===== config.mk =====
export PLATFORM = sky130hd
export DESIGN_NAME = key_bounce_gen
export DESIGN_NICKNAME = d
export VERILOG_FILES = /design/src/rtl/key_bounce_pkg.sv /design/src/rtl/bounce_lfsr.sv /design/src/rtl/key_bounce_gen.sv
export SDC_FILE = /design/constraint.sdc
export NUM_CORES = 1
export LEC_CHECK = 0
export ABC_AREA = 1
export BUFFER_PORTS_ARGS = -buffer_cell sky130_fd_sc_hd__buf_2
export CORE_ASPECT_RATIO = 0.75
export CORE_MARGIN = 2
export CORE_UTILIZATION = 30
export DETAILED_ROUTE_END_ITERATION = 12
export HOLD_SLACK_MARGIN = 0.03
export REMOVE_ABC_BUFFERS = 1
export SYNTH_ARGS = -nofsm -noshare
export SYNTH_HDL_FRONTEND = slang
export SYNTH_SLANG_ARGS = --single-unit

===== constraint.sdc =====
create_clock -name clk -period 3 [get_ports clk]
set_input_delay 0.3 -clock clk [delete_from_list [all_inputs] [get_ports clk]]
set_output_delay 0.3 -clock clk [all_outputs]
set_load 0.005 [all_outputs]

===== src/rtl/key_bounce_pkg.sv =====
// Shared types and constants for the bouncy key-press generator.
// Contents:
//   state_t    sequencer states
//   LFSR_W     LFSR width
//   LFSR_TAPS  Galois feedback mask
//   lfsr_step  one right-shifting Galois LFSR step
package key_bounce_pkg;

    localparam int LFSR_W = 16;
    localparam logic [LFSR_W-1:0] LFSR_TAPS = 16'hB400;

    typedef enum logic [1:0] {
        IDLE        = 2'd0,
        BNC_PRESS   = 2'd1,
        HOLD        = 2'd2,
        BNC_RELEASE = 2'd3
    } state_t;

    function automatic logic [LFSR_W-1:0] lfsr_step(input logic [LFSR_W-1:0] cur);
        return cur[0] ? ((cur >> 1) ^ LFSR_TAPS) : (cur >> 1);
    endfunction

endpackage


===== src/rtl/bounce_lfsr.sv =====
// Free-running seeded Galois LFSR that supplies pseudo-random bounce gaps.
// Ports:
//   clk   in   clock, rising edge
//   rst   in   asynchronous active-high reset, loads the seed
//   lfsr  out  current LFSR state, advances every cycle
module bounce_lfsr
    import key_bounce_pkg::*;
#(
    parameter logic [LFSR_W-1:0] SEED = 16'hACE1
) (
    input  logic              clk,
    input  logic              rst,
    output logic [LFSR_W-1:0] lfsr
);

    // An all-zero Galois LFSR never leaves zero.
    localparam logic [LFSR_W-1:0] SEED_SAFE = (SEED == '0) ? LFSR_W'(1) : SEED;

    always_ff @(posedge clk or posedge rst) begin
        if (rst) begin
            lfsr <= SEED_SAFE;
        end else begin
            lfsr <= lfsr_step(lfsr);
        end
    end

endmodule


===== src/rtl/key_bounce_gen.sv =====
// Bouncy key-press generator. On start it drives key_out through a bouncing
// press, a clean hold and a bouncing release, like a mechanical button.
// Build option: BOUNCE_FIXED_GAP_EN makes every bounce gap gap_mask+1
// cycles. Without it, each gap is (lfsr & gap_mask)+1 cycles.
// Ports:
//   clk         in   clock, rising edge
//   rst         in   asynchronous active-high reset
//   start       in   press request, sampled only when idle
//   hold_len    in   clean pressed cycles (0 behaves as 1)
//   bounce_cnt  in   glitches per edge (0 = clean edge)
//   gap_mask    in   mask applied to the LFSR to form the gap length
//   key_out     out  emulated key, 1 = pressed
//   busy        out  high for the whole press sequence
//   done        out  one-cycle pulse after the sequence ends
//
// state       | meaning
// IDLE        | waiting for start, key released
// BNC_PRESS   | press bounce, glitches around level 1
// HOLD        | key held cleanly at 1
// BNC_RELEASE | release bounce, glitches around level 0
module key_bounce_gen
    import key_bounce_pkg::*;
#(
    parameter int                CNT_W = 16,
    parameter int                BNC_W = 4,
    parameter logic [LFSR_W-1:0] SEED  = 16'hACE1
) (
    input  logic             clk,
    input  logic             rst,
    input  logic             start,
    input  logic [CNT_W-1:0] hold_len,
    input  logic [BNC_W-1:0] bounce_cnt,
    input  logic [CNT_W-1:0] gap_mask,
    output logic             key_out,
    output logic             busy,
    output logic             done
);

    state_t state, state_nxt;

    logic             key_nxt, busy_nxt, done_nxt;
    logic             tgt;
    logic [CNT_W-1:0] tmr, tmr_nxt;
    logic [CNT_W-1:0] hold_q, hold_nxt;
    logic [CNT_W-1:0] mask_q, mask_nxt;
    logic [CNT_W-1:0] mask_sel, gap_raw, gap_val;
    logic [BNC_W-1:0] glc, glc_nxt;
    logic [BNC_W-1:0] bnc_q, bnc_nxt;
    logic [LFSR_W-1:0] lfsr;

    bounce_lfsr #(.SEED(SEED)) u_lfsr (
        .clk  (clk),
        .rst  (rst),
        .lfsr (lfsr)
    );

    function automatic logic [CNT_W-1:0] hold_min(input logic [CNT_W-1:0] h);
        return (h == '0) ? CNT_W'(1) : h;
    endfunction

    // The first gap is computed on the accept edge, before the mask is latched.
    assign mask_sel = (state == IDLE) ? gap_mask : mask_q;

`ifdef BOUNCE_FIXED_GAP_EN
    logic lfsr_unused;
    assign lfsr_unused = ^lfsr;
    assign gap_raw     = mask_sel + CNT_W'(1);
`else
    logic [CNT_W-1:0] lfsr_low;
    assign lfsr_low = CNT_W'(lfsr);
    assign gap_raw  = (lfsr_low & mask_sel) + CNT_W'(1);
`endif

    // An all-ones mask wraps the +1 to zero; a gap is never shorter than 1.
    assign gap_val = (gap_raw == '0) ? CNT_W'(1) : gap_raw;

    // Resting level of the current bounce phase.
    assign tgt = (state == BNC_PRESS);

    always_ff @(posedge clk or posedge rst) begin
        if (rst) begin
            state   <= IDLE;
            key_out <= 1'b0;
            busy    <= 1'b0;
            done    <= 1'b0;
            tmr     <= '0;
            glc     <= '0;
            hold_q  <= '0;
            bnc_q   <= '0;
            mask_q  <= '0;
        end else begin
            state   <= state_nxt;
            key_out <= key_nxt;
            busy    <= busy_nxt;
            done    <= done_nxt;
            tmr     <= tmr_nxt;
            glc     <= glc_nxt;
            hold_q  <= hold_nxt;
            bnc_q   <= bnc_nxt;
            mask_q  <= mask_nxt;
        end
    end

    always_comb begin
        state_nxt = state;
        key_nxt   = key_out;
        busy_nxt  = busy;
        done_nxt  = 1'b0;
        tmr_nxt   = tmr;
        glc_nxt   = glc;
        hold_nxt  = hold_q;
        bnc_nxt   = bnc_q;
        mask_nxt  = mask_q;

        unique case (state)
            IDLE: begin
                if (start) begin
                    hold_nxt = hold_len;
                    bnc_nxt  = bounce_cnt;
                    mask_nxt = gap_mask;
                    busy_nxt = 1'b1;
                    key_nxt  = 1'b1;
                    if (bounce_cnt != '0) begin
                        state_nxt = BNC_PRESS;
                        glc_nxt   = bounce_cnt;
                        tmr_nxt   = gap_val;
                    end else begin
                        state_nxt = HOLD;
                        tmr_nxt   = hold_min(hold_len);
                    end
                end
            end

            BNC_PRESS, BNC_RELEASE: begin
                if (tmr > CNT_W'(1)) begin
                    tmr_nxt = tmr - CNT_W'(1);
                end else if (key_out == tgt) begin
                    // First half of a glitch done: swing away from the resting level.
                    key_nxt = ~tgt;
                    tmr_nxt = gap_val;
                end else if (glc > BNC_W'(1)) begin
                    glc_nxt = glc - BNC_W'(1);
                    key_nxt = tgt;
                    tmr_nxt = gap_val;
                end else if (state == BNC_PRESS) begin
                    state_nxt = HOLD;
                    key_nxt   = 1'b1;
                    glc_nxt   = '0;
                    tmr_nxt   = hold_min(hold_q);
                end else begin
                    state_nxt = IDLE;
                    key_nxt   = 1'b0;
                    busy_nxt  = 1'b0;
                    done_nxt  = 1'b1;
                    glc_nxt   = '0;
                    tmr_nxt   = '0;
                end
            end

            HOLD: begin
                if (tmr > CNT_W'(1)) begin
                    tmr_nxt = tmr - CNT_W'(1);
                end else if (bnc_q != '0) begin
                    state_nxt = BNC_RELEASE;
                    key_nxt   = 1'b0;
                    glc_nxt   = bnc_q;
                    tmr_nxt   = gap_val;
                end else begin
                    state_nxt = IDLE;
                    key_nxt   = 1'b0;
                    busy_nxt  = 1'b0;
                    done_nxt  = 1'b1;
                    tmr_nxt   = '0;
                end
            end

            default: begin
                state_nxt = IDLE;
                key_nxt   = 1'b0;
                busy_nxt  = 1'b0;
            end
        endcase
    end

endmodule


==> out/results.ini <==
[status]
status=finished clean

[die]
die_y_um=114.6
num_io_pins=42
die_area_um2=17340
dieWidth_um=151.4
core_um2=15970
start_util_pct=30.62
num_rows=40

[finish]
layout_common_cells=nand2_1, inv_1, dfrtp_1, o21ai_0, nor2_1
syn_to_final_growth_pct=17.23
final_common_cell=nand2_1
stdcell_count=933
antennaDiodeCount=0
drive_gt1_share_pct=17.29
fin_nets=763
n_fill_cell=1687

[synth]
synthesis.area_um2=4888
yosysTopAreaCell=dfrtp_1
yosys_register_bits=77
synth.area.top_cells=dfrtp_1, nand2_1, inv_1, o21ai_0, dfstp_2
yosysSeqAreaShare_pct=39.62
synth.top_cell.area_share_pct=35.32
ys_async_sr_fraction_pct=100.0
ys_warn_count=0
avgSynthCellArea_um2=7.274
postSynthCellCount=672
synth-edff-count=0
netlist-cell-type-count=40
synth_flop_cell=dfrtp_1

[sta]
drv_slew=0
skew_ns=0.007915
max_freq_mhz=376.0
worstMarginPinSlew_ns=0.8488
min_period_over_period_pct=88.64
slew-limit-headroom_pct=42.89
hold_viol=0
rsz0062_at_grt=false
fin_tns_setup_ns=0
timing.final.crit_period_ns=2.659
setup_viol=0

[clock_network]
cts-htree-levels=3
cts_setup_buffers=0
cts_resized=0
clk_path_buf_depth=2
clkTransAtPathRegs_ns=0.06
holdBufCountCts=0
numCtsBuffers=9
cts_tree=yes
clock_sinks=77
root_buffer=clkbuf_16
clock_latency_ns=0.34

[critical_path]
crit_fanout=13
rr_endpoint=tmr[0]
r2r-start=state[1]
required_ns=3.27
cpMostUsedCell=nand2_1
crit_family=simple AND/OR/NAND/NOR gates
ff2ff_setup_slack_ns=0.34
reg2reg_depth=17
worst_ep_arrival_time_ns=2.93
cp-start-kind=flop
path_cells=nor2_4, nor2_1, nor2_4, ha_1, inv_1, nor2_4, nand2_1, xor2_1, nor2_1, nand2_1, nor2_2, nand3_2, nand2_2, nand2_1, nand2_1, nand2_1, a21oi_1
slowest_stage=dfrtp_1
cpPeakStageDelay_ns=0.46
end_kind=flop
worst-setup-path-type=reg -> reg
path_buf_inv=1

[place]
place_hpwl_um=10710
place.port_buffers=41
place.gp.congestion=0.9307
post-place-cells=918

[worst_hold_path]
hold_class=in -> async

[global_route]
grt_max_degree=42
grt_pass1_wl_um=23100
grt_use_total_pct=17.19
antenna_found_initial=0
overflow=0
grt_pass1_vias=4397

[routing]
viasPerCell=4.940
drt_iter0_markers=422
via_count=4609
ant_nets=0
dr.pass1.iters=5
drc=0
post_drt_wl_per_cell_um=14.72
wl_um=13730

[job]
cap_violations=0

[power]
leakagePower_nw=2.748
cellPowerDensity_nw_per_um2=504.2
vdd_drop_max_mv=0.2789

[area by class of cell]
cell class	count	area [um^2]	share of cell area (%)
inverters	102	384.1	6.703
clock inverters	4	120.1	2.096
repair buffers	54	315.3	5.502
flip-flops and latches	77	1937	33.80
well taps	210	262.8	4.585
multi-input cells	475	2469	43.08
clock buffers	11	242.7	4.236
[cells in the mapped netlist, types with 8 or more instances]
master / number
nand3_1: 40
dfstp_2: 8
nand2_1: 174
o21ai_0: 64
nor2_2: 13
inv_1: 98
dfrtp_1: 69
o211ai_1: 10
nor2_4: 8
clkbuf_1: 12
nor2_1: 54
nor4_1: 9
nand2_2: 9
a21oi_1: 22
[kinds of logic (layout without fill, tap and decap cells)]
kind of cell,Yosys count,in the layout,synth area share (%)
adder cells (fa/ha/maj),5,5,1.280
XOR/XNOR,10,10,1.792
AO/OA/AOI/OAI,126,126,15.51
AND/OR/NAND/NOR,334,334,31.87
flip-flops,77,77,39.62
buffers and inverters,120,171,9.931
[state kept, by name, summed over array words and instances (netlist names)]
| signal | count |
|---|---|
| done | 1 |
| glc | 4 |
| mask_q | 16 |
| key_out | 1 |
| busy | 1 |
| tmr | 16 |
| hold_q | 16 |
| bnc_q | 4 |
| state | 2 |
| u_lfsr.lfsr | 16 |
[metal layers]
layer / share of wire, % / track usage (%)
met5: 0 / 0
met4: 1.9 / 4.922
met3: 8.7 / 4.542
met2: 39 / 23.83
met1: 51 / 25.92
[where the power goes]
part | switching, mW | internal (mW) | leakage, nW | total [mW]
Clock | 0.436 | 0.916 | 0.176 | 1.35
Combinational | 0.250 | 0.155 | 1.61 | 0.405
Sequential | 0.0405 | 1.09 | 0.958 | 1.13
Total | 0.727 | 2.16 | 2.75 | 2.89
[through the flow]
stage | setup slack [ns] | total power [mW] | hold slack [ns] | utilization [%] | area (um^2)
after global routing | 0.02614 | 3.007 | 0.1236 | 35.89 | 5731
after CTS | 0.3577 | 2.902 | 0.08724 | 35.89 | 5731
after detailed placement | 0.3689 | 1.548 | 0.3617 | 33.62 | 5368
after floorplan | 0.5102 | 1.428 | 0.3541 | - | 4786
final | 0.3407 | 2.889 | 0.06169 | 35.89 | 5731
after global placement | 0.4085 | 1.551 | 0.3621 | 33.62 | 5368
[worst max-delay path by stage]
stage,from,endpoint,cells after the start,slack [ns]
final,state[1],tmr[0],17,0.34
after global routing,state[0],tmr[0],18,0.03
after CTS,state[1],tmr[0],17,0.36
after detailed placement,state[1],tmr[0],17,0.37
after global placement,state[0],tmr[0],17,0.41
after floorplan,state[0],tmr[0],18,0.51
Note: power is estimated with default switching activity, not from simulation.
